### config.mk
export PLATFORM = sky130hd
export DESIGN_NAME = shift_request_pipeline_32
export DESIGN_NICKNAME = d
export VERILOG_FILES = /design/src/rtl/shift_request_pipeline_32.sv
export SDC_FILE = /design/constraint.sdc
export NUM_CORES = 1
export LEC_CHECK = 0
export ABC_AREA = 1
export CORE_MARGIN = 5
export CORE_UTILIZATION = 55
export CTS_BUF_LIST = sky130_fd_sc_hd__clkbuf_4
export DETAILED_ROUTE_END_ITERATION = 6
export PLACE_DENSITY = 0.84
export SYNTH_ARGS = -nofsm -noshare
export SYNTH_HDL_FRONTEND = slang
export SYNTH_SLANG_ARGS = --single-unit
### constraint.sdc
create_clock -name clk -period 4.1 [get_ports clk]
set_clock_uncertainty 0.2 [all_clocks]
set_input_delay 0.82 -clock clk [delete_from_list [all_inputs] [get_ports clk]]
set_output_delay 0.82 -clock clk [all_outputs]
set_load 0.05 [all_outputs]
### src/rtl/shift_request_pipeline_32.sv
// Request FIFO feeding a 32-bit rotator, with mask/sign-fill to form ROR/ROL/SRL/SLL/SRA,
// and a registered valid/ready result port.
module shift_request_pipeline_32 #(
  parameter int unsigned DEPTH = 4,
  parameter int unsigned AW    = 2
) (
  input  logic          clk,
  input  logic          reset_n,
  input  logic          in_valid,
  output logic          in_ready,
  input  logic [31:0]   in_data,
  input  logic [4:0]    in_amt,
  input  logic [2:0]    in_op,
  output logic          out_valid,
  input  logic          out_ready,
  output logic [31:0]   out_data,
  output logic          out_err,
  output logic [AW:0]   level
);

  localparam logic [2:0] OpRor = 3'b000;
  localparam logic [2:0] OpRol = 3'b001;
  localparam logic [2:0] OpSrl = 3'b010;
  localparam logic [2:0] OpSll = 3'b011;
  localparam logic [2:0] OpSra = 3'b100;

  localparam logic [AW:0] LevelFull = (AW + 1)'(DEPTH);

  // Entry layout: {op, amt, data}
  logic [39:0]   mem_q [DEPTH];
  logic [AW-1:0] wr_ptr_q, rd_ptr_q;
  logic [AW:0]   level_q;
  logic          out_valid_q;
  logic [31:0]   out_data_q;
  logic          out_err_q;

  logic push, pop, head_valid;

  // in_ready comes only from the registered level, so a full FIFO never refills same-cycle.
  assign in_ready   = (level_q != LevelFull);
  assign head_valid = (level_q != '0);
  assign push       = in_valid & in_ready;
  assign pop        = head_valid & (~out_valid_q | out_ready);

  always_ff @(posedge clk) begin
    if (push) begin
      mem_q[wr_ptr_q] <= {in_op, in_amt, in_data};
    end
  end

  always_ff @(posedge clk or negedge reset_n) begin
    if (!reset_n) begin
      wr_ptr_q <= '0;
      rd_ptr_q <= '0;
      level_q  <= '0;
    end else begin
      if (push) wr_ptr_q <= wr_ptr_q + 1'b1;
      if (pop)  rd_ptr_q <= rd_ptr_q + 1'b1;
      case ({push, pop})
        2'b10:   level_q <= level_q + 1'b1;
        2'b01:   level_q <= level_q - 1'b1;
        default: level_q <= level_q;
      endcase
    end
  end

  // Datapath from the FIFO head
  logic [39:0] head;
  logic [31:0] hd_data;
  logic [4:0]  hd_amt;
  logic [2:0]  hd_op;
  logic        dir;
  logic [5:0]  inv_amt;
  logic [31:0] rot_r, rot_l, rot;
  logic [31:0] mask_r, mask_l;
  logic [31:0] res;
  logic        res_err;

  assign head    = mem_q[rd_ptr_q];
  assign hd_data = head[31:0];
  assign hd_amt  = head[36:32];
  assign hd_op   = head[39:37];

  assign dir     = (hd_op == OpRor) | (hd_op == OpSrl) | (hd_op == OpSra);
  // Shifting by 32 yields zero, which keeps amt=0 rotates exact.
  assign inv_amt = 6'd32 - {1'b0, hd_amt};
  assign rot_r   = (hd_data >> hd_amt) | (hd_data << inv_amt);
  assign rot_l   = (hd_data << hd_amt) | (hd_data >> inv_amt);
  assign rot     = dir ? rot_r : rot_l;
  assign mask_r  = 32'hFFFF_FFFF >> hd_amt;
  assign mask_l  = 32'hFFFF_FFFF << hd_amt;

  always_comb begin
    res     = hd_data;
    res_err = 1'b0;
    case (hd_op)
      OpRor, OpRol: res = rot;
      OpSrl:        res = rot & mask_r;
      OpSll:        res = rot & mask_l;
      OpSra:        res = (rot & mask_r) | (hd_data[31] ? ~mask_r : 32'h0);
      default: begin
        res     = hd_data;
        res_err = 1'b1;
      end
    endcase
  end

  always_ff @(posedge clk or negedge reset_n) begin
    if (!reset_n) begin
      out_valid_q <= 1'b0;
      out_data_q  <= '0;
      out_err_q   <= 1'b0;
    end else if (pop) begin
      out_valid_q <= 1'b1;
      out_data_q  <= res;
      out_err_q   <= res_err;
    end else if (out_ready) begin
      out_valid_q <= 1'b0;
    end
  end

  assign out_valid = out_valid_q;
  assign out_data  = out_data_q;
  assign out_err   = out_err_q;
  assign level     = level_q;

endmodule
Yosys cells after proc, flatten, opt, wreduce, memory -nomap -nowiden
Memories as Yosys holds them, arrays and structs flattened.
Cells that the tools add are included.

word-level totals
  flip-flop bits (word level) = 41
  memory bits (writable) = 160
  bits of input ports = 44
  output and inout bits = 38
  logic and storage cells = 52
  memories kept = 1

operators by class
  add/sub/neg operators = 5
  equal/unequal tests = 7
  shift-type cells = 6
  mux-type cells = 9
  bitwise logic cells = 12
  reduce and logical (&&, ||, !) cells = 6

memory list
  name   depth  width  rd ports  clocked after memory_dff  wr ports  line  text
  mem_q  4      40     1         0                         1         30    logic [39:0] mem_q [DEPTH];

operators by type and width
  cell                                                                   number
  32-bit one-hot mux with 4 select lines                                 1
  32-bit bitwise OR                                                      3
  32-bit AND                                                             2
  32-bit two-way mux                                                     2
  32-bit NOT                                                             1
  32-bit by 5-bit left shift with 32-bit output                          1
  32-bit by 5-bit left shift with 32-bit output, first input constant    1
  32-bit by 6-bit left shift with 32-bit output                          1
  32-bit by 5-bit right shift with 32-bit output                         1
  32-bit by 5-bit right shift with 32-bit output, first input constant   1
  32-bit by 6-bit right shift with 32-bit output                         1
  3-bit by 2-bit equality test with 1-bit output, second input constant  2
  3-bit one-hot mux with 2 select lines                                  1
  6-bit by 5-bit subtractor with 6-bit output, first input constant      1
  1-bit two-way mux                                                      5
  5-bit OR reduction                                                     1
  2-bit by 1-bit adder with 2-bit output, second input constant          2
  2-bit nonzero test                                                     2
  3-bit by 1-bit adder with 3-bit output, second input constant          1
  3-bit by 1-bit equality test with 1-bit output, second input constant  1
  3-bit equality test, second input constant                             1
  3-bit zero test                                                        1
  3-bit != test, second input constant                                   1
  1-bit bitwise OR                                                       3
  other kinds (7)                                                        8

Longest topological paths before layout
An unclocked memory read counts as a cell.

  depth after elaboration = 8
  mapped depth = 25
  gate-level depth less buffers = 22

Worst setup path after synthesis
No wires, ideal clock.

  kind = register to register
  from = register level_q[0] (netlist: level[0])
  to = memory mem_q[0][0] (enable)
  library setup time = 0.438 ns
  arrival time = 3.311 ns
  required time = 3.462 ns
  path slack = 0.151 ns
  cell stages (with the launch flop) = 5
  buffers on the path = 0
  clock period less this slack = 3.949 ns
  path through = dfrtp_1 -> inv_1 -> nand3_1 -> nand2_1 -> nor2_1

on the way
  cells in the longest elaborated chain, start to end = 4

ends and longest elaborated chain
  what                                     line  text
  from (decl)                              32    logic [AW:0] level_q;
  from (signal assigned)                   60    2'b10: level_q <= level_q + 1'b1;
  from (signal assigned)                   61    2'b01: level_q <= level_q - 1'b1;
  from (signal assigned)                   62    default: level_q <= level_q;
  3-bit != test                            40    assign in_ready = (level_q != LevelFull);
  net in_ready                             10    output logic in_ready,
  1-bit AND                                42    assign push = in_valid & in_ready;
  1-bit two-way mux                        46    if (push) begin
  1-bit two-way mux (implied by the code)  47    mem_q[wr_ptr_q] <= {in_op, in_amt, in_data};
  to (decl)                                30

The timed path passes the listed nets, and every way through them passes these cells.

Final worst setup path
  from = register rd_ptr_q[0]
  to = register out_data_q[16] (netlist: out_data[16])

on the way
  cells in the longest elaborated chain, start to end = 8
  elaborated cells between the ends (all ways) = 25
  classes of those cells = add/sub: 1; eq/ne: 4; shift: 6; mux: 3; bitwise: 8; reduce/logical: 2; memory: 1

ends and longest elaborated chain
  what                                                                          line     text
  from (decl)                                                                   31       logic [AW-1:0] wr_ptr_q, rd_ptr_q;
  from (signal assigned)                                                        58       if (pop) rd_ptr_q <= rd_ptr_q + 1'b1;
  memory 4 x 40 bit (*)                                                         -
  6-bit by 5-bit subtractor with 6-bit output, or another cell as far along     86       assign inv_amt = 6'd32 - {1'b0, hd_amt};
  32-bit by 6-bit right shift with 32-bit output, or another cell as far along  88       assign rot_l = (hd_data << hd_amt) | (hd_data >> inv_amt);
  32-bit bitwise OR, or another cell as far along                               88
  32-bit two-way mux                                                            89       assign rot = dir ? rot_r : rot_l;
  32-bit AND                                                                    98, 100
  32-bit bitwise OR                                                             100      OpSra: res = (rot & mask_r) | (hd_data[31] ? ~mask_r : 32'h0);
  32-bit one-hot mux with 4 select lines (*)                                    96       case (hd_op)
  to (signal assigned)                                                          115      out_data_q <= res;
  to (decl)                                                                     34       logic [31:0] out_data_q;

Mark *: on every way between the ends. The rest lies on a longest branch, timed or not.
A chain may end at the register's enable or synchronous reset.

==> reports/metrics.csv <==
stage,metric,value,unit
yosys,mappedNetlistArea,16010,um^2
critical_path,rr_endpoint,out_data[16],
worst_hold_path,min_from,out_data[7],
cts,clock_tree.buffer_depth,3,
drt,detail_route.wirelength,68770,um
sta,setup_violations,0,
cts,cts_inserted_buffers,48,
drt,antenna_violating_nets_post_route,0,
critical_path,critical_path.most_common_cell,sky130_fd_sc_hd__nand2_1,
floorplan,die_width,180.6,um
critical_path,path_class,reg2reg,
placement,place_congestion,1.106,
sta,final_max_slew_viol_count,0,
cts,clk_root_buffer_cell,sky130_fd_sc_hd__clkbuf_4,
yosys,synth_seq_cells,201,
drt,dr_iter_0_viols,3199,
layout,finish.net_count,2445,
critical_path,worstSetupStartpointType,flop,
yosys,synth.largest_area_cell,sky130_fd_sc_hd__edfxtp_1,
global_route,first_global_vias,17260,
sta,hold_violations,0,
placement,detailed_place_hpwl,48820,um
critical_path,rr_worst_depth,17,
critical_path,worstPathCellList,inv_2 -> nand2_1 -> nand3_1 -> nand2_2 -> buf_4 -> nand2_4 -> inv_1 -> buf_4 -> nand3_1 -> nand3_1 -> nand3_1 -> nand2_1 -> nand2_1 -> nand2_1 -> nand2_1 -> nand2_1 -> nand2_1,
worst_hold_path,min_path_cells,2,
floorplan,design.core.area,28700,um^2
drt,remaining_drc_errors,28,
layout,flow.area_growth_from_synthesis,10.06,%
yosys,ys_warn_count,0,
cts,tritoncts,built,
cts,clock_network_latency_to_the_later_pin_of_the_worst_skew_pair,0.64,ns
yosys,dominantRegCellSynth,sky130_fd_sc_hd__edfxtp_1,
yosys,synth_cells,2343,
critical_path,cp_num_buf_inv,4,
floorplan,io_pins,82,
floorplan,die-area,32630,um^2
global_route,antenna_violations_before_repair,2,
cts,clk_pin_slew_worst_paths,0.07,ns
critical_path,critPathArrivalTime,4.19,ns
layout,layoutNonFillerInstCount,2807,
critical_path,timing.critical_path.slowest_cell_delay,0.57,ns
critical_path,reg2reg_slack,0.23,ns
yosys,synth_area_leaders,"sky130_fd_sc_hd__edfxtp_1, sky130_fd_sc_hd__nand3_1, sky130_fd_sc_hd__nand2_1",
sta,fin_setup_tns,0,ns
sta,layout_worst_path_cycle_share,94.44,%
run_status,run_status,"complete, but fails checks",
layout,post-route-cell-area,17620,um^2
yosys,synth_top_cell_area_share,30.00,%
critical_path,worst_path_top_cell_family_by_delay,buffers and inverters,
layout,final_core_utilization,61.40,%
worst_hold_path,worst_hold_path.endpoint,out_data[7],
floorplan,initial_util,55.79,%
sta,period_minus_slack,3.872,ns
drt,drt_first_pass_iters,7,
global_route,grt_pass1_wl,103100,um
sta,fmax,0.2583,GHz
yosys,synth_most_common_cell,sky130_fd_sc_hd__nand3_1,
critical_path,largest_driver_fanout_on_the_critical_path,25,
yosys,syn_area_per_cell,6.835,um^2
placement,placed_cells,2724,
critical_path,critPathSlowestCell,sky130_fd_sc_hd__dfrtp_2,
floorplan,die_y,180.6,um
drt,drt_wl_cell,24.50,um
cts,htreeDepth,2,
global_route,gr-usage-all-layers,40.27,%
layout,drive_gt1_share,8.258,%
yosys,synth_seq_area_share,36.41,%
sta,maxSlewHeadroom,49.04,%
cts,cts.sink_count,201,
critical_path,reg2reg_from,rd_ptr_q[0],
yosys,synth_enable_flop_cells,160,
yosys,synth_cell_type_count,44,
sta,rsz0062_at_grt,false,
drt,vias,18650,
critical_path,worst_ep_required_time,4.42,ns
yosys,synthArstFlopShare,20.40,%
sta,max_slew.worst_pin.slew,0.7644,ns
global_route,largest_net_degree_at_the_start_of_global_routing,68,
yosys,mapped_nets,2397,
placement,place_area,17070,um^2
floorplan,placementRows,62,
worst_hold_path,timing.hold.worst.class,reg2reg,
yosys,post_synth_most_frequent_cells,"sky130_fd_sc_hd__nand3_1, sky130_fd_sc_hd__nand2_1, sky130_fd_sc_hd__inv_1",
global_route,grt.overflow.total,0,
placement,port_buffers,81,
drt,drt-vias-per-instance,6.646,
run,drv.max_cap_violation_count,0,
run_status,failed_checks,design-rule violations,
critical_path,worst_setup_end_kind,flop,
## cells by family (layout without fill, tap and decap cells)
kind of cell	Yosys count	after routing	share of synthesized area, %
XOR/XNOR	4	4	0.2188
AND/OR/NAND/NOR	1531	1531	43.18
AO/OA/AOI/OAI	250	250	9.313
adder cells (fa/ha/maj)	10	10	0.8282
other	0	1	0
flip-flops	201	201	36.41
buffers and inverters	347	426	10.06
## worst max-delay path by stage
| stage | startpoint | end | slack, ns | depth (start not counted) |
|---|---|---|---|---|
| floorplan | level[0] | mem_q[0][0] | 0.15 | 4 |
| global placement | rd_ptr_q[0] | out_data[2] | 0.36 | 18 |
| detailed placement | rd_ptr_q[0] | out_data[6] | 0.32 | 18 |
| CTS | rd_ptr_q[0] | out_data[6] | 0.33 | 18 |
| global route | rd_ptr_q[0] | out_data[16] | 0.08 | 17 |
| finish | rd_ptr_q[0] | out_data[16] | 0.23 | 17 |
## tightest hold or removal path, stage by stage, from the launching register on
cell                      delay, ns
sky130_fd_sc_hd__dfrtp_1       0.34
sky130_fd_sc_hd__nand2_1       0.05
sky130_fd_sc_hd__nand2_1       0.06
## layout make-up
class / count / area [um^2]
Clock inverter: 23 / 101.3
Antenna cell: 1 / 2.502
Inverter: 193 / 729.5
Timing Repair Buffer: 152 / 1429
Fill cell: 2617 / 11080
Clock buffer: 58 / 435.4
Multi-Input combinational cell: 1795 / 8615
Tap cell: 384 / 480.5
Sequential cell: 201 / 5832
## per-layer routing
layer,vias to the layer above,routed length (um),track usage [%]
met2,1645,28550,59.14
li1,8168,-,-
met5,-,0,0
met3,379,9898,10.56
met4,0,5788,26.44
met1,8462,24540,52.44
## stage by stage
step / worst slack [ns] / hold slack (ns)
6_report: 0.2279 / 0.2828
3_5_place_dp: 0.3201 / 0.2671
4_1_cts: 0.3337 / 0.2852
3_3_place_gp: 0.3604 / 0.2637
5_1_grt: 0.08114 / 0.3027
2_1_floorplan: 0.1512 / 0.3244
## flip-flops by register name (all words and copies together), names as in the netlist
| signal | cells |
|---|---|
| out_data | 32 |
| out_valid | 1 |
| rd_ptr_q | 2 |
| wr_ptr_q | 2 |
| mem_q | 160 |
| level | 3 |
| out_err | 1 |
## cells in the final DEF (no fill, tap or decap), drive strengths merged, types with 4 or more instances in the layout
cell type | netlist | routed
nand3 | 740 | 740
nand2 | 678 | 678
inv | 191 | 191
edfxtp | 160 | 160
o21ai | 128 | 128
nor2 | 81 | 81
clkdlybuf4s50 | 0 | 80
buf | 104 | 71
clkbuf | 50 | 58
o211ai | 47 | 47
a21oi | 42 | 42
dfrtp | 41 | 41
clkinv | 2 | 24
o2111ai | 17 | 17
nand4 | 14 | 14
nand3b | 11 | 11
ha | 9 | 9
a31oi | 7 | 7
o22ai | 4 | 4
or2 | 4 | 4
## repair_timing
| item | in CTS | in global routing |
|---|---|---|
| endpoints found under the setup margin | 0 | 1 |
| hold buffers | 1 | 0 |
| buffers inserted | 0 | 0 |
| gates resized for setup | 0 | 2 |
| endpoints found under the hold margin | 15 | 0 |
Power is not shown: default switching activity piles up to over one toggle a cycle in this logic, so the estimate is an artifact.
